==> src/rtl/regfile_write_arbiter.sv <==
// rtl/regfile_write_arbiter.sv - write-port arbiter for the 32x32 register file
//
// Purpose: shares the single register-file write port among NUM_REQ
//   writeback requesters. At most one requester is granted per cycle,
//   round-robin by default. The winner's (index, data) is registered as the
//   write command one cycle after acceptance. Writes to r0 are consumed, but
//   the write enable stays low.
// Build option: define REGARB_FIXED_PRIO_EN for fixed priority, where the
//   lowest-index valid requester always wins. With this option the
//   round-robin pointer is not built.
// Ports:
//   clk              - rising-edge clock
//   reset            - asynchronous active-low reset
//   wr_stall         - pipeline freeze; blocks all grants while 1
//   req_valid        - per-requester write request
//   req_addr         - packed register indices, requester i at [i*ADDR_W +: ADDR_W]
//   req_data         - packed write data, requester i at [i*DATA_W +: DATA_W]
//   req_ready        - one-hot combinational grant
//   ctrl_writeEnable - registered register-file write enable
//   ctrl_writeReg    - registered register-file write index
//   data_writeReg    - registered register-file write data
module regfile_write_arbiter #(
  parameter int NUM_REQ = 3,
  parameter int ADDR_W  = 5,
  parameter int DATA_W  = 32
) (
  input  logic                      clk,
  input  logic                      reset,
  input  logic                      wr_stall,
  input  logic [NUM_REQ-1:0]        req_valid,
  input  logic [NUM_REQ*ADDR_W-1:0] req_addr,
  input  logic [NUM_REQ*DATA_W-1:0] req_data,
  output logic [NUM_REQ-1:0]        req_ready,
  output logic                      ctrl_writeEnable,
  output logic [ADDR_W-1:0]         ctrl_writeReg,
  output logic [DATA_W-1:0]         data_writeReg
);

  localparam int PTR_W = (NUM_REQ > 1) ? $clog2(NUM_REQ) : 1;

  logic [PTR_W-1:0]   basePtr;
  logic [PTR_W-1:0]   grantIdx;
  logic               grantFound;
  logic [NUM_REQ-1:0] grantOneHot;
  logic [ADDR_W-1:0]  grantAddr;
  logic [DATA_W-1:0]  grantData;

`ifdef REGARB_FIXED_PRIO_EN
  assign basePtr = '0;
`else
  logic [PTR_W-1:0] rrPtr;

  assign basePtr = rrPtr;

  // The pointer moves just past the winner, including for r0 writes.
  always_ff @(posedge clk or negedge reset) begin
    if (!reset) begin
      rrPtr <= '0;
    end else if (grantFound) begin
      rrPtr <= (grantIdx == PTR_W'(NUM_REQ - 1)) ? '0 : grantIdx + PTR_W'(1);
    end
  end
`endif

  // Two-pass search. The first pass picks the lowest valid index overall,
  // which is the wrap-around winner. The second pass overrides it with the
  // lowest valid index at or above basePtr, if there is one.
  // Reset is folded in so that ready stays low while reset is asserted.
  always_comb begin
    grantIdx   = '0;
    grantFound = 1'b0;
    if (reset && !wr_stall) begin
      for (int i = NUM_REQ - 1; i >= 0; i--) begin
        if (req_valid[i]) begin
          grantIdx   = PTR_W'(i);
          grantFound = 1'b1;
        end
      end
      for (int i = NUM_REQ - 1; i >= 0; i--) begin
        if (req_valid[i] && (i >= int'(basePtr))) begin
          grantIdx = PTR_W'(i);
        end
      end
    end
  end

  always_comb begin
    grantOneHot = '0;
    grantAddr   = '0;
    grantData   = '0;
    for (int i = 0; i < NUM_REQ; i++) begin
      if (grantFound && (grantIdx == PTR_W'(i))) begin
        grantOneHot[i] = 1'b1;
        grantAddr      = req_addr[i*ADDR_W +: ADDR_W];
        grantData      = req_data[i*DATA_W +: DATA_W];
      end
    end
  end

  assign req_ready = grantOneHot;

  // A grant is only issued to a valid requester, so grantFound marks a transfer.
  always_ff @(posedge clk or negedge reset) begin
    if (!reset) begin
      ctrl_writeEnable <= 1'b0;
      ctrl_writeReg    <= '0;
      data_writeReg    <= '0;
    end else if (grantFound) begin
      ctrl_writeEnable <= (grantAddr != '0);
      ctrl_writeReg    <= grantAddr;
      data_writeReg    <= grantData;
    end else begin
      ctrl_writeEnable <= 1'b0;
    end
  end

endmodule

==> config.mk <==
export PLATFORM = sky130hd
export DESIGN_NAME = regfile_write_arbiter
export DESIGN_NICKNAME = d
export VERILOG_FILES = /design/src/rtl/regfile_write_arbiter.sv
export SDC_FILE = /design/constraint.sdc
export NUM_CORES = 1
export LEC_CHECK = 0
export CORE_ASPECT_RATIO = 0.75
export CORE_MARGIN = 10
export CORE_UTILIZATION = 30
export CTS_BUF_LIST = sky130_fd_sc_hd__clkbuf_8
export DETAILED_ROUTE_END_ITERATION = 8
export GPL_TIMING_DRIVEN = 0
export PLACE_DENSITY = 0.78
export SLEW_MARGIN = 10
export SYNTH_ARGS = -nofsm -noshare
export SYNTH_HDL_FRONTEND = slang
export SYNTH_SLANG_ARGS = --single-unit
==> constraint.sdc <==
create_clock -name clk -period 1.75 [get_ports clk]
set_input_delay 0.35 -clock clk [delete_from_list [all_inputs] [get_ports clk]]
set_output_delay 0.35 -clock clk [all_outputs]
set_load 0.01 [all_outputs]
== Word level (Yosys, flattened, before mapping) ==
Cells that the tools add are included.
Word-level totals
  bits in registers: 40
  bits of input ports: 117
  word-level logic and storage cells: 42
Cells by class
  $add $sub $neg: 1
  order comparisons: 3
  eq/ne operators: 2
  muxes and demuxes: 22
  reductions and logical operators: 10
Operators with widths (count)
  $mux W32: 3
  $mux W2: 8
  $mux W5: 3
  $mux W1: 8
  $logic_and A1 B1 Y1: 7
  $reduce_bool A5 Y1: 1
  $ge A1 B2 Y1 const A: 2
  $add A2 B1 Y2 const B: 1
  $eq A2 B1 Y1 const B: 1
  $eq A2 B2 Y1 const B: 1
  $ge A2 B2 Y1 const A: 1
  $logic_not A2 Y1: 1
  $logic_not A1 Y1: 1

== Logic depth before layout (Yosys ltp) ==
Gate-level depths: netlist of run 1.
  word-level depth: 14
  depth in mapped cells: 7
  mapped depth without buffers: 5

== Least setup slack after synthesis of run 1 ==
Ideal clock, no wire load.
  path kind: reg2out
  start: register rrPtr[1] (netlist: basePtr[1])
  end: output port req_ready[0]
  arrival: 1542 ps
  data required time: 1400 ps
  path slack: -142 ps
  stages on the path, launching flop included: 7
  path buffers: 2
  path through: dfrtp_1 -> nor2b_1 -> or3_1 -> and3_1 -> buf_6 -> buf_6 -> nor3_2
On the way
  word-level cells in the longest chain between the ends: 9
  elaborated cells on any way between the ends: 13
  classes of those cells: order compare: 3; mux: 5; reduce/logical: 5
RTL lines
  start: declaration: RTL line 51  | logic [PTR_W-1:0] rrPtr;
  start signal: assignment: RTL line 60  | rrPtr <= (grantIdx == PTR_W'(NUM_REQ - 1)) ? '0 : grantIdx + PTR_W'(1);
  $ge A2 B2 Y1: RTL line 80  | if (req_valid[i] && (i >= int'(basePtr))) begin
  $logic_and A1 B1 Y1: RTL line 80
  $mux W2 (2 in series): RTL line 80
  $mux W2 (*): RTL line 80
  $mux W2 (*): RTL line 72  | if (reset && !wr_stall) begin
  $logic_not A2 Y1 (*): RTL line 92  | if (grantFound && (grantIdx == PTR_W'(i))) begin
  $logic_and A1 B1 Y1 (*): RTL line 92
  $mux W1 (*): RTL line 92
  end: declaration: RTL line 33  | output logic [NUM_REQ-1:0] req_ready,
Mark *: on every way between the ends. The rest lies on a longest branch, timed or not.

== Worst setup path after layout of run 1 ==
  start: register rrPtr[0] (netlist: basePtr[0])
  end: output port req_ready[0]
Same word-level chain as after synthesis.

==> results of run 1 <==
## worst max path at each step
stage	from	end	slack, ns	cells past startpoint
CTS	basePtr[0]	req_ready[0]	-0.60	7
floorplan	basePtr[1]	req_ready[0]	-0.08	6
global placement	reset	req_ready[1]	-2.67	5
finish	basePtr[0]	req_ready[0]	-0.41	6
detailed placement	reset	req_ready[1]	-1.20	5
global route	basePtr[0]	req_ready[0]	-0.47	6
## through the flow
stage / area, um^2 / util [%] / hold WS [ns] / total power [mW]
after floorplan: 2130 / - / 0.0544 / 1.58
after global placement: 3810 / 55.7 / 0.463 / 2.28
after detailed placement: 3830 / 56.1 / 0.366 / 2.31
after CTS: 4340 / 63.5 / 0.00937 / 3.11
after global routing: 4660 / 68.3 / 0.00923 / 3.37
final: 4660 / 68.3 / 0.00993 / 3.18
## worst max-delay path, stage by stage (launching register included)
cell     delay, ns
dfrtp_2       0.44
nor3b_2       0.16
or3_1         0.33
and3_4        0.19
buf_8         0.13
nor3_4        0.14
buf_6         0.13
## flip-flops by register name, indices dropped and copies added (netlist names)
| register | count |
|---|---|
| ctrl_writeReg | 5 |
| basePtr | 2 |
| data_writeReg | 32 |
| ctrl_writeEnable | 1 |
## per-layer routing
metal / vias to the layer above / wire [um] / global-route usage [%]
li1: 1252 / - / -
met2: 101 / 5250 / 32.0
met4: 0 / 67 / 3.59
met5: - / 0 / 0
met3: 7 / 1010 / 7.09
met1: 1272 / 3910 / 19.5
## layout make-up
type | count | area share [%]
repair buffers | 190 | 43.1
plain buffers | 17 | 3.70
flip-flops and latches | 40 | 21.5
well taps | 84 | 2.25
clock buffers | 7 | 2.07
inverters | 3 | 0.241
multi-input cells | 173 | 27.1
## power groups by stage
stage	Sequential [mW]	Clock [mW]	Combinational, mW
2_1_floorplan	1.27	0	0.311
3_3_place_gp	1.19	0	1.09
3_5_place_dp	1.20	0	1.12
4_1_cts	1.18	0.682	1.25
5_1_grt	1.20	0.733	1.44
6_report	1.18	0.664	1.34
## cells in the final DEF, fill, tap and decap left out, types with 3 or more instances in the layout
cell	netlist	layout
inv_1	3	3
nor2_1	34	34
nand3b_1	3	3
a31oi_1	32	32
nand2_1	41	38
buf_6	2	15
clkbuf_2	0	4
buf_12	0	4
clkbuf_8	0	7
a22oi_2	0	29
a22oi_1	32	3
nand3_1	3	3
dlygate4sd2_1	0	4
nand2_2	0	3
buf_8	0	8
clkdlybuf4s50_1	0	149
buf_16	0	3
buf_4	0	14
mux2i_4	0	4
dfrtp_1	40	39
## cell usage after synthesis, drive strengths merged
| master | instances | area share, % |
|---|---|---|
| and3 | 1 | 0.30 |
| a22oi | 32 | 11 |
| nor2 | 34 | 6.0 |
| mux2i | 6 | 2.8 |
| nor3 | 3 | 0.95 |
| buf | 13 | 3.5 |
| a21oi | 2 | 0.47 |
| or3 | 2 | 0.59 |
| and2 | 1 | 0.30 |
| a31oi | 33 | 10 |
| nor3b | 2 | 0.71 |
| o2111ai | 1 | 0.41 |
| dfrtp | 40 | 47 |
| nand2b | 1 | 0.30 |
| a221o | 2 | 0.95 |
| nor2b | 2 | 0.59 |
| o21a | 1 | 0.36 |
| a221oi | 1 | 1.2 |
| clkbuf | 8 | 1.4 |
| a21o | 2 | 0.71 |
| inv | 3 | 0.53 |
| nand2 | 41 | 7.3 |
| nand3 | 3 | 0.71 |
| nand3b | 3 | 1.1 |
## cell families after synthesis
logic type             count (synthesis)
AND/OR/NAND/NOR                       93
AO/OA/AOI/OAI                         74
flip-flops                            40
buffers and inverters                 24
multiplexers                           6
## timing repair
item / in CTS / in global routing
endpoints found under the setup margin: 43 / 42
buffers inserted: 10 / 17
hold endpoints to repair: 18 / 0
gates cloned: 3 / 2
hold buffers: 1 / 0
pin swaps: 22 / 27
resized for setup: 82 / 53
==> out/metrics.yaml, run 1 <==
outcome: "finished with violations"
violations: "negative setup slack"
root_buffer: "clkbuf_8"
synth_compound_area_share_pct: 25.6
rows: 26
setup-tns-final_ns: -6.32
syn_area_mm2: 0.00211
area_growth_pct: 121
internal_power_mw: 2.25
synth-simple-area-share_pct: 18.8
clock_sinks: 40
place_ws_ns: -1.20
hold_viol: 0
syn_inst: 237
avgSynthCellArea_um2: 8.92
grt-ovfl-total: 0
p_leak_nw: 1.87
ys_warn_count: 0
io-pin-count: 158
post_drt_via_cell_ratio: 5.12
regArea_mm2: 0.00100
syn_nets: 354
rsz0062_at_grt: "true"
cap_violations: 0
ys_ff_latch: 40
synth.area.mux_share_pct: 2.84
fmax_mhz: 463
r2r_end: "data_writeReg[30]"
antenna_found_initial: 0
period_minus_slack_ns: 2.16
cp.arrival_ns: 1.81
cts_tree: "built"
diodes: 0
drt-wirelength-per-cell_um: 19.9
vdd_ir_drop_max_mv: 0.351
dieArea_mm2: 0.0108
clkPwrFrac_pct: 20.9
drt-initial-drc-count: 149
switchingPower_mw: 0.927
coreArea_mm2: 0.00683
start_util_pct: 31.0
min_path_type: "input port to async pin"
layout_setup_ws_ns: -0.412
r2r_setup_slack_ns: -0.30
cp-start-kind: "flop"
critPathMaxFanout: 4
worst_r2r_startpoint: "basePtr[0]"
die_h_um: 92.7
worst_pin_slew_ns: 0.897
first_pass_iters: 4
dpl.hpwl_mm: 7.52
cts_buffers: 5
drc: 0
synth_top_family_by_area: "compound AO/OA/AOI/OAI gates"
nets: 547
ys_seq_area_share_pct: 47.3
gp_congestion: 0.744
ant_nets: 0
worstSetupEndpointType: "output pin"
max-slew-margin-rel_pct: 40.0
finalMaxSlewViolations: 0
swShare_pct: 29.2
grt_pass1_vias: 2920
fin_crit_sh_pct: 124
setup_viol: 41
dp_cells: 479
synth_fa_ha_area_share_pct: 0
required_ns: 1.40
synthXorXnorAreaFrac_pct: 0
pwr-share-seq_pct: 37.0
fillers: 536
clkTransAtPathRegs_ns: 0.08
powerDensity_mw_per_mm2: 682
multi_input_area_mm2: 0.00127
h-tree-depth: 2
finalClockSkew_ns: 0.00501
power_frac_comb_pct: 42.1
portBuffers: 157
worst-setup-path-type: "flop to output pin"
yosysUniqueCellTypes: 28
clk_latency_ns: 0.29
via_count: 2632
die_x_um: 117
grt_max_degree: 23
reg2reg_depth: 10
clockBufferDepth: 2
wl_mm: 10.2
finalNonFillerCells: 514
track_usage_pct: 17.9
grt_pass1_wl_mm: 15.4
drive_above_1_share_pct: 25.1
Power figures use the tool's default switching activity.
==> run 2: changes to the inputs <==
CORE_ASPECT_RATIO = 1.4   (was 0.75)
CORE_MARGIN = 2   (was 10)
CTS_CLUSTER_DIAMETER = 100   (was not set)
==> out/metrics.yaml, run 2 (synthesis results as in run 1) <==
clkPwrFrac_pct: 23.0
antenna_found_initial: 0
route.met3.wl_um: 408
worst-setup-path-type: "flop to output pin"
clk_latency_ns: 0.29
worst_r2r_startpoint: "basePtr[0]"
grt-ovfl-total: 0
diodes: 0
drc: 0
grt_pass1_wl_mm: 12.3
setup_viol: 41
pwr-share-seq_pct: 36.0
power_mw: 3.28
outcome: "finished with violations"
finalMaxSlewViolations: 0
dpl.hpwl_mm: 5.90
clockBufferDepth: 2
max-slew-margin-rel_pct: 46.9
r2r_setup_slack_ns: -0.30
coreArea_mm2: 0.00689
hold_ws_ns: 0.0167
reg2reg_depth: 13
rows: 36
clock_sinks: 40
switchingPower_mw: 0.937
nets: 547
crit_slowest_cell: "dfrtp_1"
finalNonFillerCells: 526
rsz0062_at_grt: "true"
cts_buffers: 5
cap_violations: 0
swShare_pct: 28.6
grt_max_degree: 26
fin_area_mm2: 0.00469
power_frac_comb_pct: 41.1
first_pass_iters: 4
setup-tns-final_ns: -8.84
area_growth_pct: 122
grt_pass1_vias: 2608
post_drt_via_cell_ratio: 4.99
wl_mm: 8.56
track_usage_pct: 21.0
place_ws_ns: -1.12
powerDensity_mw_per_mm2: 700
gp_congestion: 0.780
dieArea_mm2: 0.00775
layout_setup_ws_ns: -0.420
r2r_end: "data_writeReg[23]"
start_util_pct: 30.7
required_ns: 1.40
p_leak_nw: 1.86
via_count: 2626
die_x_um: 75.0
hold_viol: 0
fin_crit_sh_pct: 124
ant_nets: 0
clkTransAtPathRegs_ns: 0.08
dr_wl_met2_mm: 4.71
dpl_cell_area_mm2: 0.00384
die_h_um: 103
max_stage_delay_ns: 0.42
crit_family: "simple AND/OR/NAND/NOR gates"
root_buffer: "clkbuf_8"
period_minus_slack_ns: 2.17
cp-start-kind: "flop"
crit_start: "basePtr[0]"
dp_cells: 490
crit_chain: "buf_6 > nor2b_4 > or3_4 > and3_4 > buf_8 > nor3_4 > buf_2"
cp.arrival_ns: 1.82
maxUsedRoutingLayer: "met4"
worst_pin_slew_ns: 0.794
cts_tree: "built"
finalClockSkew_ns: 0.00879
final_cell_mix: "clkdlybuf4s50_1 (150), dfrtp_1 (40), nor2_1 (34)"
drt-wirelength-per-cell_um: 16.3
violations: "negative setup slack"
largest_register: "data_writeReg"
utilization_pct: 68.0
critPathMaxFanout: 4
min_path_type: "input port to async pin"
worstSetupEndpointType: "output pin"
largest_reg_flops: 32
portBuffers: 157
h-tree-depth: 2
io-pin-count: 158
path_buf_inv: 3
wl_met1_mm: 3.27
layout_commonest_cell: "clkdlybuf4s50_1"
internal_power_mw: 2.34
drt-initial-drc-count: 93
drive_above_1_share_pct: 28.1
fmax_mhz: 461
vdd_ir_drop_max_mv: 0.389
## run 2: changes by cell type in the layout (fill, tap and decap cells not counted), moves of 3 or more
| cell | delta |
|---|---|
| clkbuf_2 | -3 |
| nand2_1 | -20 |
| nand2_2 | +19 |
| a22oi_1 | +5 |
| mux2i_1 | +4 |
| a22oi_2 | -5 |
| buf_6 | -3 |
## run 2: cell type report
| cell class | instances | area (um^2) |
|---|---|---|
| buffer | 18 | 186 |
| inverter | 3 | 11.3 |
| tap | 95 | 119 |
| clock inverter | 3 | 42.5 |
| clock buffer | 5 | 68.8 |
| sequential | 40 | 1000 |
| fill | 559 | 2210 |
| multi-input combinational | 173 | 1260 |
| timing repair buffer | 189 | 1990 |
## run 2: how the worst max path moves through the flow
stage / slack, ns / end / depth (start not counted)
after floorplan: -0.08 / req_ready[0] / 6
after global placement: -2.62 / req_ready[1] / 5
after detailed placement: -1.12 / req_ready[1] / 5
after CTS: -0.47 / req_ready[0] / 6
after global routing: -0.47 / req_ready[0] / 7
final: -0.42 / req_ready[0] / 7
## run 2: power groups by stage
stage	combinational [mW]	sequential, mW	clock (mW)
after floorplan	0.311	1.27	0
after global placement	1.07	1.19	0
after detailed placement	1.09	1.20	0
after CTS	1.27	1.18	0.774
after global routing	1.44	1.20	0.798
final	1.35	1.18	0.753
## run 2: repair_timing
item / in CTS / in global routing
cloned: 4 / 1
setup endpoints to repair: 42 / 40
pin swaps: 27 / 49
resized for setup: 93 / 47
hold buffers: 1 / 0
hold endpoints to repair: 15 / 0
setup buffers: 16 / 12
## run 2: layer usage
metal  vias up  track usage [%]
li1       1251                -
met1      1270             24.2
met2        90             38.1
met3        15             4.17
met4         0             7.14
met5         -                0
